==> config.mk <==
export PLATFORM = sky130hd
export DESIGN_NAME = bram_port_arbiter
export DESIGN_NICKNAME = d
export VERILOG_FILES = /design/src/rtl/bram_arb_pkg.sv /design/src/rtl/bram_arb_rr.sv /design/src/rtl/bram_port_arbiter.sv
export SDC_FILE = /design/constraint.sdc
export NUM_CORES = 1
export LEC_CHECK = 0
export BUFFER_PORTS_ARGS = -buffer_cell sky130_fd_sc_hd__buf_2
export CORE_MARGIN = 8
export CORE_UTILIZATION = 40
export CTS_CLUSTER_DIAMETER = 30
export DETAILED_ROUTE_END_ITERATION = 7
export GPL_TIMING_DRIVEN = 0
export PLACE_DENSITY = 0.86
export SLEW_MARGIN = 5
export SYNTH_ARGS = -nofsm -noshare
export SYNTH_HDL_FRONTEND = slang
export SYNTH_SLANG_ARGS = --single-unit
==> constraint.sdc <==
create_clock -name clk -period 3.1 [get_ports clk]
set_clock_uncertainty 0.2 [all_clocks]
set_input_delay 0.62 -clock clk [delete_from_list [all_inputs] [get_ports clk]]
set_output_delay 0.62 -clock clk [all_outputs]
set_load 0.05 [all_outputs]
==> src/rtl/bram_arb_pkg.sv <==
// Shared types for the two-port BRAM arbiter.
package bram_arb_pkg;

    typedef logic port_idx_t;

    typedef enum logic [1:0] {
        IDLE = 2'd0,
        ACC0 = 2'd1,
        ACC1 = 2'd2
    } arb_state_t;

    localparam port_idx_t PORT_DMV  = 1'b0;
    localparam port_idx_t PORT_HOST = 1'b1;

    // One-hot request/grant vector for a port index.
    function automatic logic [1:0] port_onehot(input port_idx_t p);
        return (p == PORT_HOST) ? 2'b10 : 2'b01;
    endfunction

endpackage

==> src/rtl/bram_arb_rr.sv <==
// Two-way round-robin picker. With BRAM_ARB_LOCK_EN defined, a hold vector
// restricts the candidates to the port that currently owns the lock.
module bram_arb_rr
    import bram_arb_pkg::*;
(
    input  logic [1:0] elig_i,
    input  port_idx_t  ptr_i,
`ifdef BRAM_ARB_LOCK_EN
    input  logic [1:0] hold_i,
`endif
    output logic [1:0] win_o,
    output port_idx_t  ptr_nxt_o
);

    logic [1:0] cand;
    logic [1:0] win;

    // Pick the winner and advance the pointer away from it.
    always_comb begin
        cand      = elig_i;
`ifdef BRAM_ARB_LOCK_EN
        if (|hold_i) begin
            cand = elig_i & hold_i;
        end
`endif
        win       = cand;
        ptr_nxt_o = ptr_i;
        if (&cand) begin
            win = port_onehot(ptr_i);
        end
        if (win[PORT_DMV]) begin
            ptr_nxt_o = PORT_HOST;
        end else if (win[PORT_HOST]) begin
            ptr_nxt_o = PORT_DMV;
        end
        win_o = win;
    end

endmodule

==> src/rtl/bram_port_arbiter.sv <==
// Shares one single-port, 1-cycle-latency BRAM between the datamover data
// port (port 0) and a host/debug loader (port 1) with a registered req/gnt
// handshake and round-robin arbitration.
// Optional: BRAM_ARB_LOCK_EN adds m0_lock/m1_lock to keep ownership.
module bram_port_arbiter
    import bram_arb_pkg::*;
#(
    parameter int unsigned AWIDTH = 8,
    parameter int unsigned DWIDTH = 32
) (
`ifdef BRAM_ARB_LOCK_EN
    input  logic              m0_lock,
    input  logic              m1_lock,
`endif
    input  logic              clk,
    input  logic              rstn,
    input  logic              m0_req,
    input  logic [AWIDTH-1:0] m0_addr,
    input  logic              m0_wen,
    input  logic [DWIDTH-1:0] m0_wdata,
    output logic              m0_gnt,
    output logic [DWIDTH-1:0] m0_rdata,
    output logic              m0_rvalid,
    input  logic              m1_req,
    input  logic [AWIDTH-1:0] m1_addr,
    input  logic              m1_wen,
    input  logic [DWIDTH-1:0] m1_wdata,
    output logic              m1_gnt,
    output logic [DWIDTH-1:0] m1_rdata,
    output logic              m1_rvalid,
    output logic [AWIDTH-1:0] daddr,
    output logic              denb,
    output logic              dwenb,
    output logic [DWIDTH-1:0] dout,
    input  logic [DWIDTH-1:0] din
);

    arb_state_t        state_q, state_d;
    port_idx_t         ptr_q, ptr_d;
    logic [1:0]        gnt_q, gnt_d;
    logic [1:0]        rvalid_q, rvalid_d;
    logic              denb_q, denb_d;
    logic              dwenb_q, dwenb_d;
    logic [AWIDTH-1:0] daddr_q, daddr_d;
    logic [DWIDTH-1:0] dout_q, dout_d;

    logic [1:0]        elig;
    logic [1:0]        win;
    port_idx_t         ptr_nxt;

`ifdef BRAM_ARB_LOCK_EN
    logic              last_vld_q, last_vld_d;
    logic [1:0]        hold;

    // Last-granted port (opposite of the pointer) keeps ownership while it locks.
    always_comb begin
        hold           = '0;
        hold[PORT_DMV]  = last_vld_q && (ptr_q == PORT_HOST) && m0_lock && m0_req;
        hold[PORT_HOST] = last_vld_q && (ptr_q == PORT_DMV)  && m1_lock && m1_req;
        last_vld_d     = last_vld_q | (|win);
    end
`endif

    // A port granted this cycle cannot be re-granted on the same held request.
    always_comb begin
        elig            = '0;
        elig[PORT_DMV]  = m0_req && (state_q != ACC0);
        elig[PORT_HOST] = m1_req && (state_q != ACC1);
    end

    bram_arb_rr u_rr (
        .elig_i    (elig),
        .ptr_i     (ptr_q),
`ifdef BRAM_ARB_LOCK_EN
        .hold_i    (hold),
`endif
        .win_o     (win),
        .ptr_nxt_o (ptr_nxt)
    );

    // Next-state and registered BRAM/handshake outputs.
    always_comb begin
        state_d  = IDLE;
        ptr_d    = ptr_nxt;
        gnt_d    = '0;
        denb_d   = 1'b0;
        dwenb_d  = 1'b0;
        daddr_d  = daddr_q;
        dout_d   = dout_q;
        rvalid_d = '0;
        if (!dwenb_q) begin
            rvalid_d[PORT_DMV]  = (state_q == ACC0);
            rvalid_d[PORT_HOST] = (state_q == ACC1);
        end
        case (win)
            2'b01: begin
                state_d = ACC0;
                gnt_d   = 2'b01;
                denb_d  = 1'b1;
                dwenb_d = m0_wen;
                daddr_d = m0_addr;
                dout_d  = m0_wdata;
            end
            2'b10: begin
                state_d = ACC1;
                gnt_d   = 2'b10;
                denb_d  = 1'b1;
                dwenb_d = m1_wen;
                daddr_d = m1_addr;
                dout_d  = m1_wdata;
            end
            default: ;
        endcase
    end

    // State register; reset drops any read still in flight.
    always_ff @(posedge clk or negedge rstn) begin
        if (!rstn) begin
            state_q  <= IDLE;
            ptr_q    <= PORT_DMV;
            gnt_q    <= '0;
            rvalid_q <= '0;
            denb_q   <= 1'b0;
            dwenb_q  <= 1'b0;
            daddr_q  <= '0;
            dout_q   <= '0;
        end else begin
            state_q  <= state_d;
            ptr_q    <= ptr_d;
            gnt_q    <= gnt_d;
            rvalid_q <= rvalid_d;
            denb_q   <= denb_d;
            dwenb_q  <= dwenb_d;
            daddr_q  <= daddr_d;
            dout_q   <= dout_d;
        end
    end

`ifdef BRAM_ARB_LOCK_EN
    // Lock ownership only exists once some port has been granted.
    always_ff @(posedge clk or negedge rstn) begin
        if (!rstn) begin
            last_vld_q <= 1'b0;
        end else begin
            last_vld_q <= last_vld_d;
        end
    end
`endif

    assign m0_gnt    = gnt_q[PORT_DMV];
    assign m1_gnt    = gnt_q[PORT_HOST];
    assign m0_rvalid = rvalid_q[PORT_DMV];
    assign m1_rvalid = rvalid_q[PORT_HOST];
    assign m0_rdata  = din;
    assign m1_rdata  = din;
    assign daddr     = daddr_q;
    assign denb      = denb_q;
    assign dwenb     = dwenb_q;
    assign dout      = dout_q;

endmodule

==> flow_summary.ini, run 1 <==
[drt]
wl_per_cell_um = 16.6
ant_nets = 0
drt_iter0_drc = 76
drc = 0
vias = 2371
avgViaCountPerCell = 4.71
wl_mm = 8.37
dr.pass1.iters = 4

[place]
placed_cell_area_mm2 = 0.00358
place_ws_ns = 1.07
placement.io_buffers = 195
gp_congestion = 0.760
dp_hpwl_mm = 6.98

[grt]
antenna_found_initial = 0
grt_pass1_wl_mm = 12.4
grt_pass1_vias = 2619
grt_max_degree = 48
grt_use_total = 0.174
grt-ovfl-total = 0

[setup_path]
crit_arrival_ns = 1.09
crit_cells = 1
cp_slowest_stage_delay_ns = 0.48
path_class = reg -> out
worst-r2r-cell-count = 5
cp_max_fo = 8
crit_buf_inv = 1
cp-start-kind = flop
cp_cell_sequence = buf_2
crit_family = flip-flops
required_ns = 2.28
critical_path.endpoint_type = output port
crit_slowest_cell = dfrtp_1

[cts]
cts_inserted_buffers = 5
clock_sinks = 47
insertion_delay_ns = 0.29
hold_buffers = 0
cts-resized-gates = 0
cts.clk_slew.worst_paths_ns = 0.08
cts_max_level = 2
clk_path_buf_depth = 2
cts_root_buf = clkbuf_8
post_cts_buffers = 0
cts_tree = done

[timing]
post-route-period-util = 0.615
final-setup-viol-count = 0
setup_ws_ns = 1.19
timing.final.hold_violations = 0
tightest_slew_ns = 1.02
maxSlewViolCount = 0
max_freq_mhz = 525
min_period_ns = 1.91
maxSlewHeadroom = 0.323
rsz0062_at_grt = false
finalSetupTns_ns = 0
hold_slack_ns = 0.255

[finish]
drive_above_1_share = 0.662
insertedDiodeCount = 0
area_delta_synth_final_pct = 46.8
final_area_mm2 = 0.00368
nNetsFinal = 543

[power]
p_leak_nw = 2.05
cellPowerDensity_mw_per_mm2 = 872
power_frac_comb = 0.573
p_sw_mw = 1.65
p_sw_frac = 0.514
seq_power_share = 0.304
peakVddDrop_v = 0.000475
p_int_mw = 1.56
clock_power_share = 0.122

[yosys]
synth.most_common_cell = buf_4
yosys.area.top_type_share = 0.470
synthTopCellsByArea = dfrtp_1, buf_4, a221o_1
synth_edf_count = 0
yosysSeqAreaShare = 0.470
syn_inst = 223
syn_nets = 341
yosys.area.top_type = dfrtp_1
synth_ff_type = dfrtp_1
postSynthAreaPerCell_um2 = 11.2
ys_warn_count = 0
yosys-top-cells-count = buf_4, dfrtp_1, a221o_1, and2_1, buf_2
ys_ff_latch = 47
ys_async_sr_fraction = 1.00
synth_cell_types = 21
synthesis.area_mm2 = 0.00250

[die]
die_y_um = 95.1
die_w_um = 95.1
row_count = 29
initial_core_util = 0.404
die_area_mm2 = 0.00905
ioPinCount = 228
core_region_area_mm2 = 0.00620

[min_path]
holdPathStages = 1
hold_class = reg -> reg

[outcome]
status = complete, no violations

[flow_run]
drv_cap = 0
-- power groups by stage --
stage	Combinational, mW	Sequential (mW)	Clock, mW
after global placement	1.83	0.967	0
final	1.84	0.975	0.392
after floorplan	0.621	1.74	0
after CTS	1.86	0.973	0.401
after detailed placement	1.86	0.978	0
after global routing	1.94	0.998	0.435
-- cell type report --
cell class                      count  area, µm²
Sequential cell                    47       1180
Clock buffer                        8        100
Fill cell                         522       2530
Inverter                            1       3.75
Multi-Input combinational cell     99        777
Timing Repair Buffer              195        976
Tap cell                           77       96.3
Buffer                             76        547
-- metrics by stage --
step / total power [mW] / utilization / std cells
finish: 3.21 / 0.592 / 503
global route: 3.37 / 0.592 / 503
CTS: 3.24 / 0.592 / 503
detailed placement: 2.84 / 0.576 / 495
global placement: 2.80 / 0.576 / 495
floorplan: 2.36 / - / 223
-- placed cells by master, fill, tap and decap left out, drive strengths merged --
cell type / synthesis / layout
a21boi: 1 / 1
a21o: 1 / 1
a21oi: 1 / 1
a221o: 40 / 40
a22o: 1 / 1
and2: 40 / 40
and3: 1 / 1
buf: 76 / 271
clkbuf: 0 / 8
dfrtp: 47 / 47
inv: 1 / 1
mux2i: 1 / 1
nand2: 2 / 2
nand2b: 3 / 3
nor2: 4 / 4
nor3: 1 / 1
o21ai: 1 / 1
o21bai: 1 / 1
o2bb2ai: 1 / 1
-- layer usage --
layer  global-route usage  wire length, µm  up-vias
li1                     -                -     1134
met3               0.0811             1080       11
met1                0.172             2860     1087
met5                    0                0        -
met2                0.319             4320      139
met4               0.0494              110        0
-- logic make-up (layout without fill, tap and decap cells) --
family / count (synthesis) / in the layout / synth area share
buffers and inverters: 77 / 280 / 0.220
DFF: 47 / 47 / 0.470
and+or+nand+nor: 51 / 51 / 0.121
AOI/OAI and AO/OA: 47 / 47 / 0.185
muxes: 1 / 1 / 0.00400
-- sequential cells by signal, summed over array words and instances (netlist names) --
| register | count |
|---|---|
| dwenb | 1 |
| denb | 1 |
| ptr_q | 1 |
| gnt_q | 2 |
| rvalid_q | 2 |
| daddr | 8 |
| dout | 32 |
-- worst reg2reg max path: cells and delay by family (launching register included) --
kind,cells,cell delay (ns)
AO/OA/AOI/OAI,3,0.60
flip-flops,1,0.43
buffers and inverters,1,0.32
AND/OR/NAND/NOR,1,0.19
-- worst paths after layout --
| path | from | end | slack (ns) |
|---|---|---|---|
| max | gnt_q[0] | m0_gnt | 1.19 |
| min | dwenb | rvalid_q[0] | 0.26 |
| max reg2reg | gnt_q[1] | dout[2] | 1.29 |
| min reg2reg | dwenb | rvalid_q[0] | 0.26 |
| max in group asynchronous | rstn | dout[10] | 1.78 |
| min in group asynchronous | rstn | dout[29] | 0.30 |
(Power assumes the default switching activity.)
==> inputs of run 2 (changes only) <==
CORE_UTILIZATION = 38   (was 40)
PLACE_DENSITY = 0.83   (was 0.86)
clock period = 1.98 ns   (was 3.1 ns; I/O delays follow)
==> run 2 against run 1 <==
  * Global-route usage increased by 0.15 points
  * Register-to-register slack got worse by 1.1 ns
  * Utilization fell by 1.5 points
  * Sequential share of layout area is 0.076 points higher
  * Cell area shrank 0.24%
==> flow_summary.ini, run 2 (synthesized netlist as in run 1, its figures left out) <==
[finish]
layout.cells.most_common = buf_2
insertedDiodeCount = 0
instances_no_fill = 503
largest_reg_flops = 32
nNetsFinal = 543
drive_above_1_share = 0.664
area_delta_synth_final_pct = 46.5
final_cell_mix = buf_2, buf_4, dfrtp_1

[timing]
tightest_slew_ns = 0.999
maxSlewViolCount = 0
maxSlewHeadroom = 0.334
rsz0062_at_grt = false
min_period_ns = 1.81
max_freq_mhz = 553
final-setup-viol-count = 0
timing.final.hold_violations = 0
finalSetupTns_ns = 0
post-route-period-util = 0.913

[power]
power_frac_comb = 0.577
p_sw_mw = 2.62
cellPowerDensity_mw_per_mm2 = 1360
p_leak_nw = 2.05
seq_power_share = 0.304
p_sw_frac = 0.525
p_int_mw = 2.37
clock_power_share = 0.118
peakVddDrop_v = 0.000857

[drt]
dr.pass1.iters = 4
wl_per_cell_um = 16.9
wl_mm = 8.52
drt_iter0_drc = 56
vias = 2383
avgViaCountPerCell = 4.74
ant_nets = 0
drc = 0

[cts]
cts-resized-gates = 0
insertion_delay_ns = 0.30
cts_root_buf = clkbuf_8
cts_tree = done
clk_path_buf_depth = 2
cts.clk_slew.worst_paths_ns = 0.10
hold_buffers = 0
cts_max_level = 2
post_cts_buffers = 0
clock_sinks = 47
cts_inserted_buffers = 5

[setup_path]
cp_max_fo = 10
cp-start-kind = flop
path_class = reg -> reg
critical_path.endpoint_type = flop
required_ns = 1.95
crit_arrival_ns = 1.78

[place]
dp_hpwl_mm = 7.15
gp_congestion = 0.755
placement.io_buffers = 195
dpl.cell_count = 495

[die]
ioPinCount = 228
die_w_um = 97.2
row_count = 29
die_y_um = 97.2
core_region_area_mm2 = 0.00635
initial_core_util = 0.394
die_area_mm2 = 0.00944

[grt]
grt_use_total = 0.176
grt-ovfl-total = 0
grt_max_degree = 48
antenna_found_initial = 0
grt_pass1_vias = 2716
grt_pass1_wl_mm = 13.8

[outcome]
status = complete, no violations

[flow_run]
drv_cap = 0

[min_path]
hold_class = in -> async
[run 2: final timing paths]
| kind | from | end | slack, ns | cells after the start |
|---|---|---|---|---|
| max in group asynchronous | rstn | dout[7] | 0.90 | 1 |
| min | rstn | dout[25] | 0.06 | 1 |
| min in group clk | m0_wen | dwenb | 0.10 | 2 |
| max | gnt_q[0] | daddr[5] | 0.17 | 5 |
| min reg2reg | dwenb | rvalid_q[1] | 0.26 | 1 |
| max reg2reg | gnt_q[0] | daddr[5] | 0.17 | 5 |
[run 2: final cells by class]
type	instances	area, µm²
fillers	534	2680
flip-flops and latches	47	1180
repair buffers	195	976
multi-input cells	99	777
plain buffers	76	547
well taps	77	96.3
clock buffers	5	68.8
clock inverters	3	22.5
inverters	1	3.75
[run 2: power groups by stage]
stage | logic, mW | registers [mW] | clock network, mW
2_1_floorplan | 0.972 | 2.72 | 0
4_1_cts | 2.92 | 1.52 | 0.615
5_1_grt | 3.04 | 1.57 | 0.657
3_3_place_gp | 2.88 | 1.52 | 0
6_report | 2.89 | 1.52 | 0.591
3_5_place_dp | 2.92 | 1.53 | 0
[run 2: routing by layer]
layer	up-vias	track usage	share of wire
met3	7	0.0875	0.12
li1	1137	-	-
met1	1093	0.184	0.38
met4	0	0.0320	0.0066
met5	-	0	0
met2	146	0.310	0.50
[run 2: per-stage QoR]
stage / power (mW) / area, µm² / hold WS (ns) / util / setup slack [ns]
4_1_cts: 5.06 / 3670 / 0.0879 / 0.578 / 0.153
6_report: 5.00 / 3670 / 0.0553 / 0.578 / 0.173
3_3_place_gp: 4.40 / 3580 / 0.239 / 0.563 / 0.193
3_5_place_dp: 4.45 / 3580 / 0.243 / 0.563 / 0.155
2_1_floorplan: 3.69 / 2500 / -0.0996 / - / 0.0431
5_1_grt: 5.26 / 3670 / 0.0971 / 0.578 / 0.0415
[run 2: worst max-delay path, stage by stage (launching register included)]
cell	delay, ns
dfrtp_1	0.48
and3_1	0.25
o2bb2ai_2	0.12
buf_2	0.19
and2_1	0.17
a221o_1	0.27
==> inputs of run 3 (changes only) <==
BUFFER_PORTS_ARGS = -buffer_cell sky130_fd_sc_hd__buf_4   (was -buffer_cell sky130_fd_sc_hd__buf_2)
CORE_ASPECT_RATIO = 0.5   (was default)
==> run 3 against run 2 <==
  * First-iteration DRC count up 130%
  * Utilization rose by 7.6 points
  * Clock power increased by 62%
  * Wire length grew 9.6%
  * Sequential power is essentially flat
  * Global-route usage up 1.0 points
  * Cell area is 16% higher
  * Die area rose by 1.7%
  * Sequential share of layout area decreased by 4.5 points
  * Worst setup slack gained 0.0029 ns
  * Largest cell class unchanged
==> flow_summary.ini, run 3 (synthesized netlist as in run 1, its figures left out) <==
[grt]
grt_max_degree = 48
grt_use_met1 = 0.219
grt_pass1_vias = 2623
antenna_found_initial = 0
grt.busiest_layer = met2
grt.met3_usage = 0.0702
grt_use_total = 0.186
grt_pass1_wl_mm = 13.9
grt.met2_usage = 0.325
grt-ovfl-total = 0

[die]
die_area_mm2 = 0.00960
ioPinCount = 228
die_w_um = 131
core_region_area_mm2 = 0.00652
die_y_um = 73.4
row_count = 21
initial_core_util = 0.384

[drt]
drc = 0
wl_mm = 9.34
vias = 2375
wl_per_cell_um = 18.0
avgViaCountPerCell = 4.58
ant_nets = 0
drt_iter0_drc = 131
dr.pass1.iters = 4

[timing]
maxSlewHeadroom = 0.598
rsz0062_at_grt = false
setup_ws_ns = 0.176
final-setup-viol-count = 0
min_period_ns = 1.80
tightest_slew_ns = 0.603
timing.final.hold_violations = 0
post-route-period-util = 0.911
finalSetupTns_ns = 0
maxSlewViolCount = 0
max_freq_mhz = 554

[cts]
cts-resized-gates = 0
cts_tree = done
cts_inserted_buffers = 5
clk_path_buf_depth = 2
cts_root_buf = clkbuf_16
hold_buffers = 1
cts_max_level = 2
cts.clk_slew.worst_paths_ns = 0.07
clock_sinks = 47
post_cts_buffers = 0
insertion_delay_ns = 0.29

[flow_run]
drv_cap = 0

[finish]
largest_reg_flops = 32
instances_no_fill = 519
drive_above_1_share = 0.663
area_delta_synth_final_pct = 70.2
insertedDiodeCount = 0
layout.cells.most_common = buf_4
final_cell_mix = buf_4, dfrtp_1, a221o_1
nNetsFinal = 544

[setup_path]
crit_arrival_ns = 1.77
cp-start-kind = flop
critical_path.endpoint_type = flop
required_ns = 1.94
path_class = reg -> reg
cp_max_fo = 10

[place]
dpl.cell_count = 510
place_ws_ns = 0.132
placement.io_buffers = 195
dp_hpwl_mm = 7.87
gp_congestion = 0.729

[power]
p_leak_nw = 2.25
cellPowerDensity_mw_per_mm2 = 1340
peakVddDrop_v = 0.000672

[outcome]
status = complete, no violations

[min_path]
hold_class = in -> reg
==> run 3: cell count changes in the layout (fill, tap and decap cells not counted), sizes merged <==
| cell | delta |
|---|---|
| inv | -2 |
| bufinv | +1 |
| clkinv | +1 |
| dlygate4sd3 | +1 |
==> run 3: worst paths after layout <==
path / start / to / slack, ns / depth (start not counted)
worst max-delay path: gnt_q[0] / dout[25] / 0.18 / 5
worst min-delay path: m0_wen / dwenb / 0.12 / 2
worst max register to register: gnt_q[0] / dout[25] / 0.18 / 5
worst min register to register: dwenb / rvalid_q[1] / 0.25 / 1
max in group asynchronous: rstn / daddr[5] / 0.69 / 2
min in group asynchronous: rstn / dout[3] / 0.46 / 2
==> run 3: metal layers <==
| layer | vias up | wire length, µm |
|---|---|---|
| li1 | 1132 | - |
| met1 | 1158 | 3590 |
| met2 | 81 | 4950 |
| met3 | 4 | 764 |
| met4 | 0 | 31 |
| met5 | - | 0 |
==> run 3: cell type report <==
type,count,area [µm²]
Clock buffer,5,125
Multi-Input combinational cell,99,777
Buffer,76,547
Sequential cell,47,1180
Tap cell,92,115
Timing Repair Buffer,196,1470
Fill cell,582,2250
Clock inverter,3,43.8
Inverter,1,3.75
==> run 3: critical path, stage by stage, from the launching register on <==
cell	delay, ns
dfrtp_1	0.47
and3_1	0.23
o2bb2ai_2	0.14
buf_2	0.20
and2_1	0.17
a221o_1	0.27
==> run 3: power breakdown <==
| group | switching, mW | internal, mW | total [mW] |
|---|---|---|---|
| clock | 0.361 | 0.596 | 0.957 |
| combinational | 2.09 | 1.10 | 3.20 |
| sequential | 0.238 | 1.31 | 1.55 |
| total | 2.69 | 3.01 | 5.70 |
==> run 3: per-stage QoR <==
stage	cell area, µm²	utilization	power [mW]	hold WS, ns
floorplan	2500	-	3.69	-0.0996
detailed placement	4080	0.627	4.78	0.249
finish	4260	0.654	5.70	0.124
global route	4260	0.654	5.95	0.125
global placement	4080	0.627	4.72	0.240
CTS	4260	0.654	5.76	0.116
